==> src/rtl/uart_arb_pkg.sv <==
// Shared types for the uart_tx arbiter: FSM state encoding and the buffered
// beat format (one byte plus its end-of-packet flag).
// Ports: none (package).
package uart_arb_pkg;

  localparam int BYTE_W = 8;

  typedef enum logic {IDLE, OWN} arb_state_t;

  typedef struct packed {
    logic              last;
    logic [BYTE_W-1:0] data;
  } arb_beat_t;

endpackage

==> src/rtl/uart_tx_arb_if.sv <==
// Bundle between the requesters/uart_tx side and the arbiter.
// master: environment (requesters + uart_tx); slave: uart_tx_arb.
// Ports: req_data/last/vld/rdy per requester, uart_tx byte valid/ready, grant, busy.
interface uart_tx_arb_if #(
  parameter int N_REQ = 2
);
  logic [8*N_REQ-1:0] req_data_i;
  logic [N_REQ-1:0]   req_last_i;
  logic [N_REQ-1:0]   req_vld_i;
  logic [N_REQ-1:0]   req_rdy_o;
  logic [7:0]         uart_tx_data_o;
  logic               uart_tx_data_vld_o;
  logic               uart_tx_data_rdy_i;
  logic [N_REQ-1:0]   grant_o;
  logic               busy_o;

  modport master (
    output req_data_i, req_last_i, req_vld_i, uart_tx_data_rdy_i,
    input  req_rdy_o, uart_tx_data_o, uart_tx_data_vld_o, grant_o, busy_o
  );

  modport slave (
    input  req_data_i, req_last_i, req_vld_i, uart_tx_data_rdy_i,
    output req_rdy_o, uart_tx_data_o, uart_tx_data_vld_o, grant_o, busy_o
  );
endinterface

==> src/rtl/byte_fifo.sv <==
// Synchronous FIFO of arb_beat_t; pop data is shown combinationally from the head.
// Latency: a push is visible at the head (empty=0) the cycle after it is taken.
// Backpressure: full blocks push even when a pop happens the same cycle.
// Ports: clk, rst, push/push_dat, pop/pop_dat, full, empty, count.
module byte_fifo
  import uart_arb_pkg::*;
#(
  parameter int DEPTH = 4
) (
  input  logic                       clk,
  input  logic                       rst,
  input  logic                       push,
  input  arb_beat_t                  push_dat,
  input  logic                       pop,
  output arb_beat_t                  pop_dat,
  output logic                       full,
  output logic                       empty,
  output logic [$clog2(DEPTH+1)-1:0] count
);

  localparam int AW = $clog2(DEPTH);
  localparam int CW = $clog2(DEPTH+1);

  arb_beat_t     mem [DEPTH];
  logic [AW-1:0] wr_ptr;
  logic [AW-1:0] rd_ptr;
  logic          do_push;
  logic          do_pop;

  // full/empty come from the registered count only, so a pop cannot free a
  // slot for a push in the same cycle.
  assign full    = (count == CW'(DEPTH));
  assign empty   = (count == '0);
  assign do_push = push & ~full;
  assign do_pop  = pop & ~empty;
  assign pop_dat = mem[rd_ptr];

  always_ff @(posedge clk) begin
    if (do_push) mem[wr_ptr] <= push_dat;
  end

  always_ff @(posedge clk) begin
    if (rst) begin
      wr_ptr <= '0;
      rd_ptr <= '0;
      count  <= '0;
    end else begin
      if (do_push) wr_ptr <= wr_ptr + 1'b1;
      if (do_pop)  rd_ptr <= rd_ptr + 1'b1;
      case ({do_push, do_pop})
        2'b10:   count <= count + 1'b1;
        2'b01:   count <= count - 1'b1;
        default: count <= count;
      endcase
    end
  end

endmodule

==> src/rtl/uart_tx_arb.sv <==
// Round-robin arbiter sharing one uart_tx byte channel between N_REQ FIFO-buffered
// requesters; a grant lasts one packet, capped by MAX_BURST bytes or IDLE_TMO empty cycles.
// Latency: push into idle arbiter at N -> grant at N+1 -> byte valid at N+2; 1 byte/cycle.
// Backpressure: output register holds until uart_tx_data_rdy_i; req_rdy_o = FIFO not full.
// Ports: clk_i, rst_i (sync, active high), bus (uart_tx_arb_if.slave).
module uart_tx_arb
  import uart_arb_pkg::*;
#(
  parameter int N_REQ      = 2,
  parameter int FIFO_DEPTH = 4,
  parameter int MAX_BURST  = 16,
  parameter int IDLE_TMO   = 255
) (
  input  logic         clk_i,
  input  logic         rst_i,
  uart_tx_arb_if.slave bus
);

  localparam int IW = $clog2(N_REQ);
  localparam int CW = $clog2(FIFO_DEPTH+1);
  localparam int BW = $clog2(MAX_BURST+1);
  localparam int TW = $clog2(IDLE_TMO+1);
  localparam logic [BW-1:0] BURST_LIM = BW'(MAX_BURST);
  localparam logic [TW-1:0] TMO_LIM   = TW'(IDLE_TMO);

  arb_beat_t        fifo_in   [N_REQ];
  arb_beat_t        fifo_out  [N_REQ];
  logic [CW-1:0]    fifo_count[N_REQ];
  logic [N_REQ-1:0] fifo_full;
  logic [N_REQ-1:0] fifo_empty;
  logic [N_REQ-1:0] fifo_pop;

  arb_state_t    state, state_nxt;
  logic [IW-1:0] owner, owner_nxt;
  logic [IW-1:0] rr_ptr, rr_nxt;
  logic [BW-1:0] beat_cnt, beat_nxt;
  logic [TW-1:0] tmo_cnt, tmo_nxt;
  logic [7:0]    out_dat;
  logic          out_vld;

  logic          pick_found;
  logic [IW-1:0] pick_idx;
  logic          owner_has;
  logic          rel;

  function automatic logic [IW-1:0] idx_add(input logic [IW-1:0] base, input int off);
    int t;
    t = int'(base) + off;
    if (t >= N_REQ) t = t - N_REQ;
    return IW'(t);
  endfunction

  for (genvar g = 0; g < N_REQ; g++) begin : g_fifo
    assign fifo_in[g] = '{last: bus.req_last_i[g], data: bus.req_data_i[8*g +: 8]};

    byte_fifo #(
      .DEPTH(FIFO_DEPTH)
    ) u_fifo (
      .clk     (clk_i),
      .rst     (rst_i),
      .push    (bus.req_vld_i[g]),
      .push_dat(fifo_in[g]),
      .pop     (fifo_pop[g]),
      .pop_dat (fifo_out[g]),
      .full    (fifo_full[g]),
      .empty   (fifo_empty[g]),
      .count   (fifo_count[g])
    );
  end

  always_ff @(posedge clk_i) begin
    if (rst_i) begin
      state    <= IDLE;
      owner    <= '0;
      rr_ptr   <= '0;
      beat_cnt <= '0;
      tmo_cnt  <= '0;
    end else begin
      state    <= state_nxt;
      owner    <= owner_nxt;
      rr_ptr   <= rr_nxt;
      beat_cnt <= beat_nxt;
      tmo_cnt  <= tmo_nxt;
    end
  end

  always_comb begin
    state_nxt  = state;
    owner_nxt  = owner;
    rr_nxt     = rr_ptr;
    beat_nxt   = beat_cnt;
    tmo_nxt    = tmo_cnt;
    fifo_pop   = '0;
    pick_found = 1'b0;
    pick_idx   = rr_ptr;
    owner_has  = 1'b0;
    rel        = 1'b0;

    // Scan from the far end back toward rr_ptr so the closest non-empty
    // requester at/after rr_ptr is the one left standing.
    for (int i = N_REQ - 1; i >= 0; i--) begin
      if (!fifo_empty[idx_add(rr_ptr, i)]) begin
        pick_found = 1'b1;
        pick_idx   = idx_add(rr_ptr, i);
      end
    end

    case (state)
      IDLE: begin
        if (pick_found) begin
          state_nxt = OWN;
          owner_nxt = pick_idx;
          beat_nxt  = '0;
          tmo_nxt   = '0;
        end
      end
      OWN: begin
        owner_has = (fifo_count[owner] != '0);
        if (owner_has && (!out_vld || bus.uart_tx_data_rdy_i)) begin
          fifo_pop[owner] = 1'b1;
          beat_nxt        = beat_cnt + 1'b1;
          tmo_nxt         = '0;
          rel             = fifo_out[owner].last || (beat_nxt == BURST_LIM);
        end else if (!owner_has) begin
          // Only an empty owner FIFO counts toward the timeout; a stalled
          // uart_tx with data still queued keeps the grant.
          tmo_nxt = (tmo_cnt == TMO_LIM) ? tmo_cnt : tmo_cnt + 1'b1;
          rel     = (tmo_nxt == TMO_LIM);
        end
        if (rel) begin
          state_nxt = IDLE;
          rr_nxt    = idx_add(owner, 1);
        end
      end
      default: state_nxt = IDLE;
    endcase
  end

  // Output register drains on its own; a pop only happens when it is free
  // or being emptied this cycle, so a new byte never overwrites a pending one.
  always_ff @(posedge clk_i) begin
    if (rst_i) begin
      out_vld <= 1'b0;
      out_dat <= '0;
    end else if (|fifo_pop) begin
      out_vld <= 1'b1;
      out_dat <= fifo_out[owner].data;
    end else if (bus.uart_tx_data_rdy_i) begin
      out_vld <= 1'b0;
    end
  end

  always_comb begin
    bus.grant_o = '0;
    if (state == OWN) bus.grant_o[owner] = 1'b1;
  end

  assign bus.req_rdy_o          = ~fifo_full;
  assign bus.uart_tx_data_o     = out_dat;
  assign bus.uart_tx_data_vld_o = out_vld;
  assign bus.busy_o             = (state != IDLE) || out_vld;

endmodule

==> src/flat_wrapper.sv <==
// flat-port wrapper written by rule: the top's interface ports become plain ports
module uart_tx_arb_flat import uart_arb_pkg::*;
#(
  parameter int N_REQ      = 2,
  parameter int FIFO_DEPTH = 4,
  parameter int MAX_BURST  = 16,
  parameter int IDLE_TMO   = 255
)
  (clk_i, rst_i, bus_req_data_i, bus_req_last_i, bus_req_vld_i, bus_uart_tx_data_rdy_i, bus_req_rdy_o, bus_uart_tx_data_o, bus_uart_tx_data_vld_o, bus_grant_o, bus_busy_o);
  uart_tx_arb_if #(.N_REQ(N_REQ)) bus_i ();
  input  logic clk_i;
  input  logic rst_i;
  input wire logic [$bits(bus_i.req_data_i)-1:0] bus_req_data_i;
  input wire logic [$bits(bus_i.req_last_i)-1:0] bus_req_last_i;
  input wire logic [$bits(bus_i.req_vld_i)-1:0] bus_req_vld_i;
  input wire logic [$bits(bus_i.uart_tx_data_rdy_i)-1:0] bus_uart_tx_data_rdy_i;
  output wire logic [$bits(bus_i.req_rdy_o)-1:0] bus_req_rdy_o;
  output wire logic [$bits(bus_i.uart_tx_data_o)-1:0] bus_uart_tx_data_o;
  output wire logic [$bits(bus_i.uart_tx_data_vld_o)-1:0] bus_uart_tx_data_vld_o;
  output wire logic [$bits(bus_i.grant_o)-1:0] bus_grant_o;
  output wire logic [$bits(bus_i.busy_o)-1:0] bus_busy_o;
  assign bus_i.req_data_i = bus_req_data_i;
  assign bus_i.req_last_i = bus_req_last_i;
  assign bus_i.req_vld_i = bus_req_vld_i;
  assign bus_i.uart_tx_data_rdy_i = bus_uart_tx_data_rdy_i;
  assign bus_req_rdy_o = bus_i.req_rdy_o;
  assign bus_uart_tx_data_o = bus_i.uart_tx_data_o;
  assign bus_uart_tx_data_vld_o = bus_i.uart_tx_data_vld_o;
  assign bus_grant_o = bus_i.grant_o;
  assign bus_busy_o = bus_i.busy_o;
  uart_tx_arb #(.N_REQ(N_REQ), .FIFO_DEPTH(FIFO_DEPTH), .MAX_BURST(MAX_BURST), .IDLE_TMO(IDLE_TMO)) u_core (.clk_i(clk_i), .rst_i(rst_i), .bus(bus_i));
endmodule
==> config.mk <==
export PLATFORM = sky130hd
export DESIGN_NAME = uart_tx_arb_flat
export DESIGN_NICKNAME = d
export VERILOG_FILES = /design/src/rtl/uart_arb_pkg.sv /design/src/rtl/uart_tx_arb_if.sv /design/src/rtl/byte_fifo.sv /design/src/rtl/uart_tx_arb.sv /design/src/flat_wrapper.sv
export SDC_FILE = /design/constraint.sdc
export NUM_CORES = 1
export LEC_CHECK = 0
export CORE_MARGIN = 2
export CORE_UTILIZATION = 29
export CTS_BUF_LIST = sky130_fd_sc_hd__clkbuf_8
export CTS_CLUSTER_SIZE = 16
export DETAILED_ROUTE_END_ITERATION = 7
export PLACE_DENSITY = 0.54
export SYNTH_ARGS = -nofsm -noshare
export SYNTH_HDL_FRONTEND = slang
export SYNTH_SLANG_ARGS = --single-unit
==> constraint.sdc <==
create_clock -name clk_i -period 2.6 [get_ports clk_i]
set_input_delay 0.26 -clock clk_i [delete_from_list [all_inputs] [get_ports clk_i]]
set_output_delay 0.26 -clock clk_i [all_outputs]
set_load 0.005 [all_outputs]
# ---- Word-level counts from Yosys, hierarchy flattened
# Memory sizes are Yosys's and may differ from the RTL's. A register that Yosys moved wholly into a read port is not among the register bits.
# Index checks and enable logic that the tools add are counted.
# Widths: inputs -> output; s select.
dict set report op_classes {
  addsub 15
  n_mux 48
  n_eq_ne 12
  n_reduce_logical 17
  bitwise_logic 11
  magnitude_cmp 8
}
# op n
set ops {}
lappend ops {{$mux 8} 4}
lappend ops {{$mux 9} 3}
lappend ops {{$mux 1} 23}
lappend ops {{$eq 8x8->1 const B} 2}
lappend ops {{$pmux 8 s2} 1}
lappend ops {{$mux 2} 7}
lappend ops {{$pmux 3 s2} 2}
lappend ops {{$mux 5} 2}
lappend ops {{$pmux 5 s2} 1}
lappend ops {{$mux 3} 3}
lappend ops {{$add 2x1->2 const B} 4}
lappend ops {{$add 8x1->8 const B} 1}
lappend ops {{$reduce_and 2->1} 4}
lappend ops {{$add 3x1->3 const B} 2}
lappend ops {{$eq 3x3->1 const B} 2}
lappend ops {{$ge 2x2->1 const B} 3}
lappend ops {{$logic_not 3->1} 2}
lappend ops {{$lt 1x2->1 const B} 3}
lappend ops {{$reduce_bool 2->1} 3}
lappend ops {{$sub 3x1->3 const B} 2}
lappend ops {{$add 5x1->5 const B} 1}
lappend ops {{$eq 5x5->1 const B} 1}
lappend ops {{$not 1->1} 5}
lappend ops {{$add 1x1->2 const B} 2}
lappend ops {{18 further kinds} 28}
dict set report word_totals {
  wordCells 126
  output_inout_bits 14
  ramBits 72
  mem_count 2
  in_bits 23
  reg_bits 39
}
# name words width rd rd_ports_with_merged_regs write_ports line
set mem_list {}
lappend mem_list {{u_core.g_fifo[0].u_fifo.mem} 4 9 1 1 1 byte_fifo.sv:24} ;# arb_beat_t mem [DEPTH];
lappend mem_list {{u_core.g_fifo[1].u_fifo.mem} 4 9 1 1 1 byte_fifo.sv:24}

# ---- Longest topological paths before layout
# Gate-level depths: netlist (run 1).
dict set report depth {
  word_depth 11
  depth_mapped 10
  mapped_depth_nobuf 10
}

# ---- Cells and area by module
# A second synthesis (run 1) with hierarchy kept.
dict set report hier_totals {
  hier_cells 376
  hier_area_um2 4956.0
}
# module seq_area_each_um2 cells_per_inst area_each_um2 n_inst
set by_module_without_submodules {}
lappend by_module_without_submodules {byte_fifo 1261.2 101 1773.0 2}
lappend by_module_without_submodules {uart_tx_arb 500.5 174 1410.1 1}

# ---- Least setup slack after synthesis (run 1)
# No wires, ideal clock.
dict set report synth_path {
  path_type {register to register}
  from {register u_core.state}
  to {register u_core.g_fifo[0].u_fifo.count[2]}
  period_less_slack_ns 2.201
  path_stages_with_launch 9
  t_required_ns 2.529
  n_path_buf 0
  setup_time_ns 0.071
  setup_slack_ns 0.399
  arrival_ns 2.130
  cell_sequence {dfxtp_1 -> inv_2 -> nor4_2 -> ha_1 -> inv_1 -> fa_1 -> xor2_1 -> or3_1 -> a21oi_1}
}
dict set report synth_via {
  elab_chain_len 4
  word_cells_on_any_way 6
  classes_between {2 x eq/ne; 2 x mux; 1 x bitwise; 1 x reduce/logical}
}
# element line
set synth_lines {}
lappend synth_lines {{start: declaration} uart_tx_arb.sv:33} ;# arb_state_t state, state_nxt;
lappend synth_lines {{start signal: assignment} uart_tx_arb.sv:79} ;# state <= state_nxt;
lappend synth_lines {{$mux 2 *} uart_tx_arb.sv:108} ;# case (state)
lappend synth_lines {{$and 1x1->1 *} byte_fifo.sv:35} ;# assign do_pop = pop & ~empty;
lappend synth_lines {{named net u_core.g_fifo[0].u_fifo.do_pop} byte_fifo.sv:28} ;# logic do_pop;
lappend synth_lines {{$eq 2x1->1 / $eq 2x2->1 (equally long branches)} byte_fifo.sv:50} ;# case ({do_push, do_pop})
lappend synth_lines {{$pmux 3 s2 / $reduce_bool 2->1 (equally long branches)} n/a}
lappend synth_lines {{end signal: assignment} byte_fifo.sv:51} ;# 2'b10: count <= count + 1'b1;
lappend synth_lines {{end signal: assignment} byte_fifo.sv:52} ;# 2'b01: count <= count - 1'b1;
lappend synth_lines {{end signal: assignment} byte_fifo.sv:53} ;# default: count <= count;
lappend synth_lines {{end: declaration} byte_fifo.sv:18} ;# output logic [$clog2(DEPTH+1)-1:0] count
# Mark *: on every way through the listed nets, which the timed path passes. The rest lies on a longest branch.
# A chain may end at the register's enable or synchronous reset.

# ---- Final worst setup path (run 1)
dict set report layout_path {
  from {register u_core.g_fifo[1].u_fifo.count[2]}
  to {register u_core.g_fifo[1].u_fifo.count[2]}
}
dict set report layout_via {
  elab_chain_len 10
  word_cells_on_any_way 19
  classes_between {2 x add/sub; 3 x eq/ne; 6 x mux; 4 x bitwise; 4 x reduce/logical}
}
# element line
set layout_lines {}
lappend layout_lines {{start: declaration} byte_fifo.sv:18}
lappend layout_lines {{start signal: assignment} byte_fifo.sv:51}
lappend layout_lines {{start signal: assignment} byte_fifo.sv:52}
lappend layout_lines {{start signal: assignment} byte_fifo.sv:53}
lappend layout_lines {{$mux 3 (implied by the code) (3 in a row)} uart_tx_arb.sv:118} ;# owner_has = (fifo_count[owner] != '0);
lappend layout_lines {{$reduce_bool 3->1} uart_tx_arb.sv:118}
lappend layout_lines {{$logic_and 1x1->1} uart_tx_arb.sv:119} ;# if (owner_has && (!out_vld || bus.uart_tx_data_rdy_i)) begin
lappend layout_lines {{$mux 2} uart_tx_arb.sv:119}
lappend layout_lines {{$mux 2} uart_tx_arb.sv:108}
lappend layout_lines {{$and 1x1->1} byte_fifo.sv:35}
lappend layout_lines {{$eq 2x1->1 / $eq 2x2->1 (equally long branches)} byte_fifo.sv:50}
lappend layout_lines {{$pmux 3 s2 / $reduce_bool 2->1 (equally long branches)} n/a}
# Several ways; a longest one is shown, not always the timed one. The select of a mux whose other input is x is not followed.

==> results of run 1 <==
==> kinds of logic after synthesis <==
family	synth area share, %
adders and majority gates	3.809
AOI/OAI and AO/OA	8.622
xor gates and xnor gates	1.930
buffers and inverters	2.807
and+or+nand+nor	11.93
DFF	60.55
muxes	10.35
==> critical path, stage by stage (launching register included) <==
cell,delay [ns]
dfxtp_1,0.47
nand3_1,0.24
and2_1,0.26
inv_1,0.09
ha_1,0.18
inv_1,0.07
fa_1,0.39
xor2_1,0.16
or3_1,0.32
a21oi_1,0.14
==> worst paths after layout <==
kind,to,slack [ns],cells after the start
worst max-delay path,u_core.g_fifo[1].u_fifo.count[2]$_SDFFE_PP0P_,0.22,9
worst min-delay path,u_core.g_fifo[0].u_fifo.mem[3][5]$_DFFE_PP_,0.46,1
worst max register to register,u_core.g_fifo[1].u_fifo.count[2]$_SDFFE_PP0P_,0.22,9
worst min register to register,u_core.beat_cnt[4]$_SDFFE_PP0P_,0.50,1
==> flip-flops by register name, indices dropped and copies added, names as in the netlist, named ones only <==
register / flops
u_core.g_fifo.u_fifo.mem: 72
u_core.bus.uart_tx_data_o: 8
u_core.tmo_cnt: 8
u_core.g_fifo.u_fifo.count: 6
u_core.beat_cnt: 5
u_core.g_fifo.u_fifo.rd_ptr: 4
u_core.g_fifo.u_fifo.wr_ptr: 4
u_core.bus.uart_tx_data_vld_o: 1
u_core.owner: 1
u_core.rr_ptr: 1
u_core.state: 1
==> cells in the mapped netlist (all sizes together) (6+ instances only) <==
library cell	number
edfxtp	72
dfxtp	43
nor2	37
a21oi	23
mux4	18
inv	13
a211oi	12
ha	12
nand2	12
and3	11
mux2i	10
clkbuf	9
buf	8
nand3	8
o21ai	8
xor2	7
nor3	6
==> final cells by class <==
type | instances | area [µm²] | share of cell area (%)
flip-flops and latches | 115 | 3023 | 50.42
multi-input cells | 220 | 1829 | 30.51
repair buffers | 48 | 450.4 | 7.513
well taps | 220 | 275.3 | 4.591
clock buffers | 17 | 234.0 | 3.902
clock inverters | 15 | 135.1 | 2.254
inverters | 13 | 48.80 | 0.8139
==> metrics by stage <==
step,setup slack (ns),total power (W),util (%)
after floorplan,0.3995,0.003411,-
after global placement,0.1543,0.003934,33.69
after detailed placement,0.09286,0.003970,33.69
after CTS,0.2052,0.005527,35.90
after global routing,0.02377,0.005791,35.90
final,0.2245,0.005459,35.90
==> per-layer routing <==
| layer | part of all wire [%] | wire length, µm | vias to the layer above | global-route usage (%) |
|---|---|---|---|---|
| met4 | 1.5 | 144 | 0 | 5.382 |
| li1 | - | - | 1486 | - |
| met3 | 4.0 | 396 | 10 | 3.292 |
| met5 | 0 | 0 | - | 0 |
| met2 | 49 | 4821 | 62 | 18.87 |
| met1 | 46 | 4555 | 1460 | 14.73 |
==> power breakdown <==
part	switching, W	leakage, nW	total [W]	internal, W
clock network	0.000778	0.186	0.00154	0.000762
registers	0.000185	1.01	0.00237	0.00218
logic	0.000814	0.819	0.00155	0.000734
total	0.00178	2.02	0.00546	0.00368
==> flow_summary.yaml, run 1 <==
placed_design:
  placed_area_um2: 5627
  dp_hpwl_mm: 6.793
  port_buffers: 36
  gp_congestion: 0.8084
  place_inst: 616
floorplan:
  initial_core_util_pct: 29.89
  rows: 47
  ios: 37
  die_x_um: 135.2
  coreArea_um2: 16700
  die_y_um: 135.2
  die_area_um2: 18280
drt:
  post-route-drc-count: 0
  vias_per_cell: 4.657
  drtPass1Iterations: 4
  wl_per_cell_um: 15.31
  ant_nets: 0
  drtIter0Drc: 137
  wl_mm: 9.919
  vias: 3018
timing:
  tns_ns: 0
  max_freq_mhz: 421.0
  tightest_slew_ns: 0.6012
  period_needed_ns: 2.376
  finalHoldViolCount: 0
  fin_hold_ws_ns: 0.4617
  fin_crit_sh_pct: 91.37
  fin_worst_skew_ns: 0.01205
  rsz0062_at_grt: "false"
  final-setup-viol-count: 0
  max-slew-margin-rel_pct: 59.79
  maxSlewViolCount: 0
critical_path:
  r2r-start: "u_core.g_fifo[1].u_fifo.count[2]$_SDFFE_PP0P_"
  crit_start: "u_core.g_fifo[1].u_fifo.count[2]$_SDFFE_PP0P_"
  path_max_fanout: 6
  critPathLaunchType: "flip-flop"
  worstPathArrival_ns: 2.73
  cp-end-kind: "flip-flop"
  critical_path_class: "flip-flop to flip-flop"
  required_ns: 2.95
logic_synthesis:
  synth.avg_cell_area_um2: 13.68
  yosysTopAreaCellShare_pct: 43.31
  syn-num-nets: 402
  yosysSeqAreaShare_pct: 60.55
  synth_cells: 365
  synth-seq-cells: 115
  synth-edff-count: 72
  synth_ff_type: "edfxtp_1"
  synth_top_cells_by_area: "edfxtp_1 (43%), dfxtp_1 (17%), mux4_2 (8.1%)"
  synth_area_um2: 4992
  synth_cell_type_count: 59
  synth_warnings: 0
  yosys.area.top_type: "edfxtp_1"
  ys_async_sr_fraction_pct: 0
finish:
  finalInstanceArea_um2: 5996
  layout.nets: 452
  layout_common_cells: "edfxtp_1 (72), dfxtp_1 (43), nor2_1 (36), clkdlybuf4s50_1 (36), a21oi_1 (23)"
  synthToLayoutAreaGrowth_pct: 20.10
  drive_above_1_share_pct: 17.29
  final_common_cell: "edfxtp_1"
  fillers: 1647
  fin_cells: 648
  num_antenna_cells: 0
clock_tree:
  worstSkewPairLatency_ns: 0.42
  clock-root-buffer: "clkbuf_8"
  holdBufCountCts: 0
  path_clk_slew_ns: 0.08
  post-cts-setup-buffers: 0
  cts.sinks: 115
  cts-htree-levels: 4
  cts_tree: "built"
  numCtsBuffers: 17
  cts.path.max_buffers: 2
  cts_repair_resize_count: 0
outcome:
  status: "finished clean"
grt:
  grt_use_total_pct: 11.74
  grt_max_degree: 26
  grt_pass1_vias: 3117
  grt_pass1_wl_mm: 16.20
  antenna_found_initial: 0
  grt-ovfl-total: 0
power_and_ir_drop:
  leakagePower_nw: 2.017
  p_per_area_nw_per_um2: 910.4
  ir_drop_uv: 508.9
flow_run:
  maxCapViolations: 0
min_path:
  hold_class: "input pin to flip-flop"
  worstHoldStart: "bus_req_data_i[5]"
No activity file was read; power rests on OpenSTA's default activity.
==> inputs of run 2 (changes only) <==
--- a/config.mk
+++ b/config.mk
@@ -8,9 +8,11 @@
 export CORE_MARGIN = 2
 export CORE_UTILIZATION = 29
 export CTS_BUF_LIST = sky130_fd_sc_hd__clkbuf_8
+export CTS_CLUSTER_DIAMETER = 40
 export CTS_CLUSTER_SIZE = 16
 export DETAILED_ROUTE_END_ITERATION = 7
 export PLACE_DENSITY = 0.54
 export SYNTH_ARGS = -nofsm -noshare
 export SYNTH_HDL_FRONTEND = slang
 export SYNTH_SLANG_ARGS = --single-unit
+export TNS_END_PERCENT = 100
==> results of run 2 <==
The final DEF is identical to that of run 1; final timing and power are the same.
==> inputs of run 3 (changes only) <==
--- a/config.mk
+++ b/config.mk
@@ -5,6 +5,7 @@
 export SDC_FILE = /design/constraint.sdc
 export NUM_CORES = 1
 export LEC_CHECK = 0
+export CAP_MARGIN = 20
 export CORE_MARGIN = 2
 export CORE_UTILIZATION = 29
 export CTS_BUF_LIST = sky130_fd_sc_hd__clkbuf_8
==> results of run 3 <==
The final DEF is identical to that of run 1; final timing and power are the same.
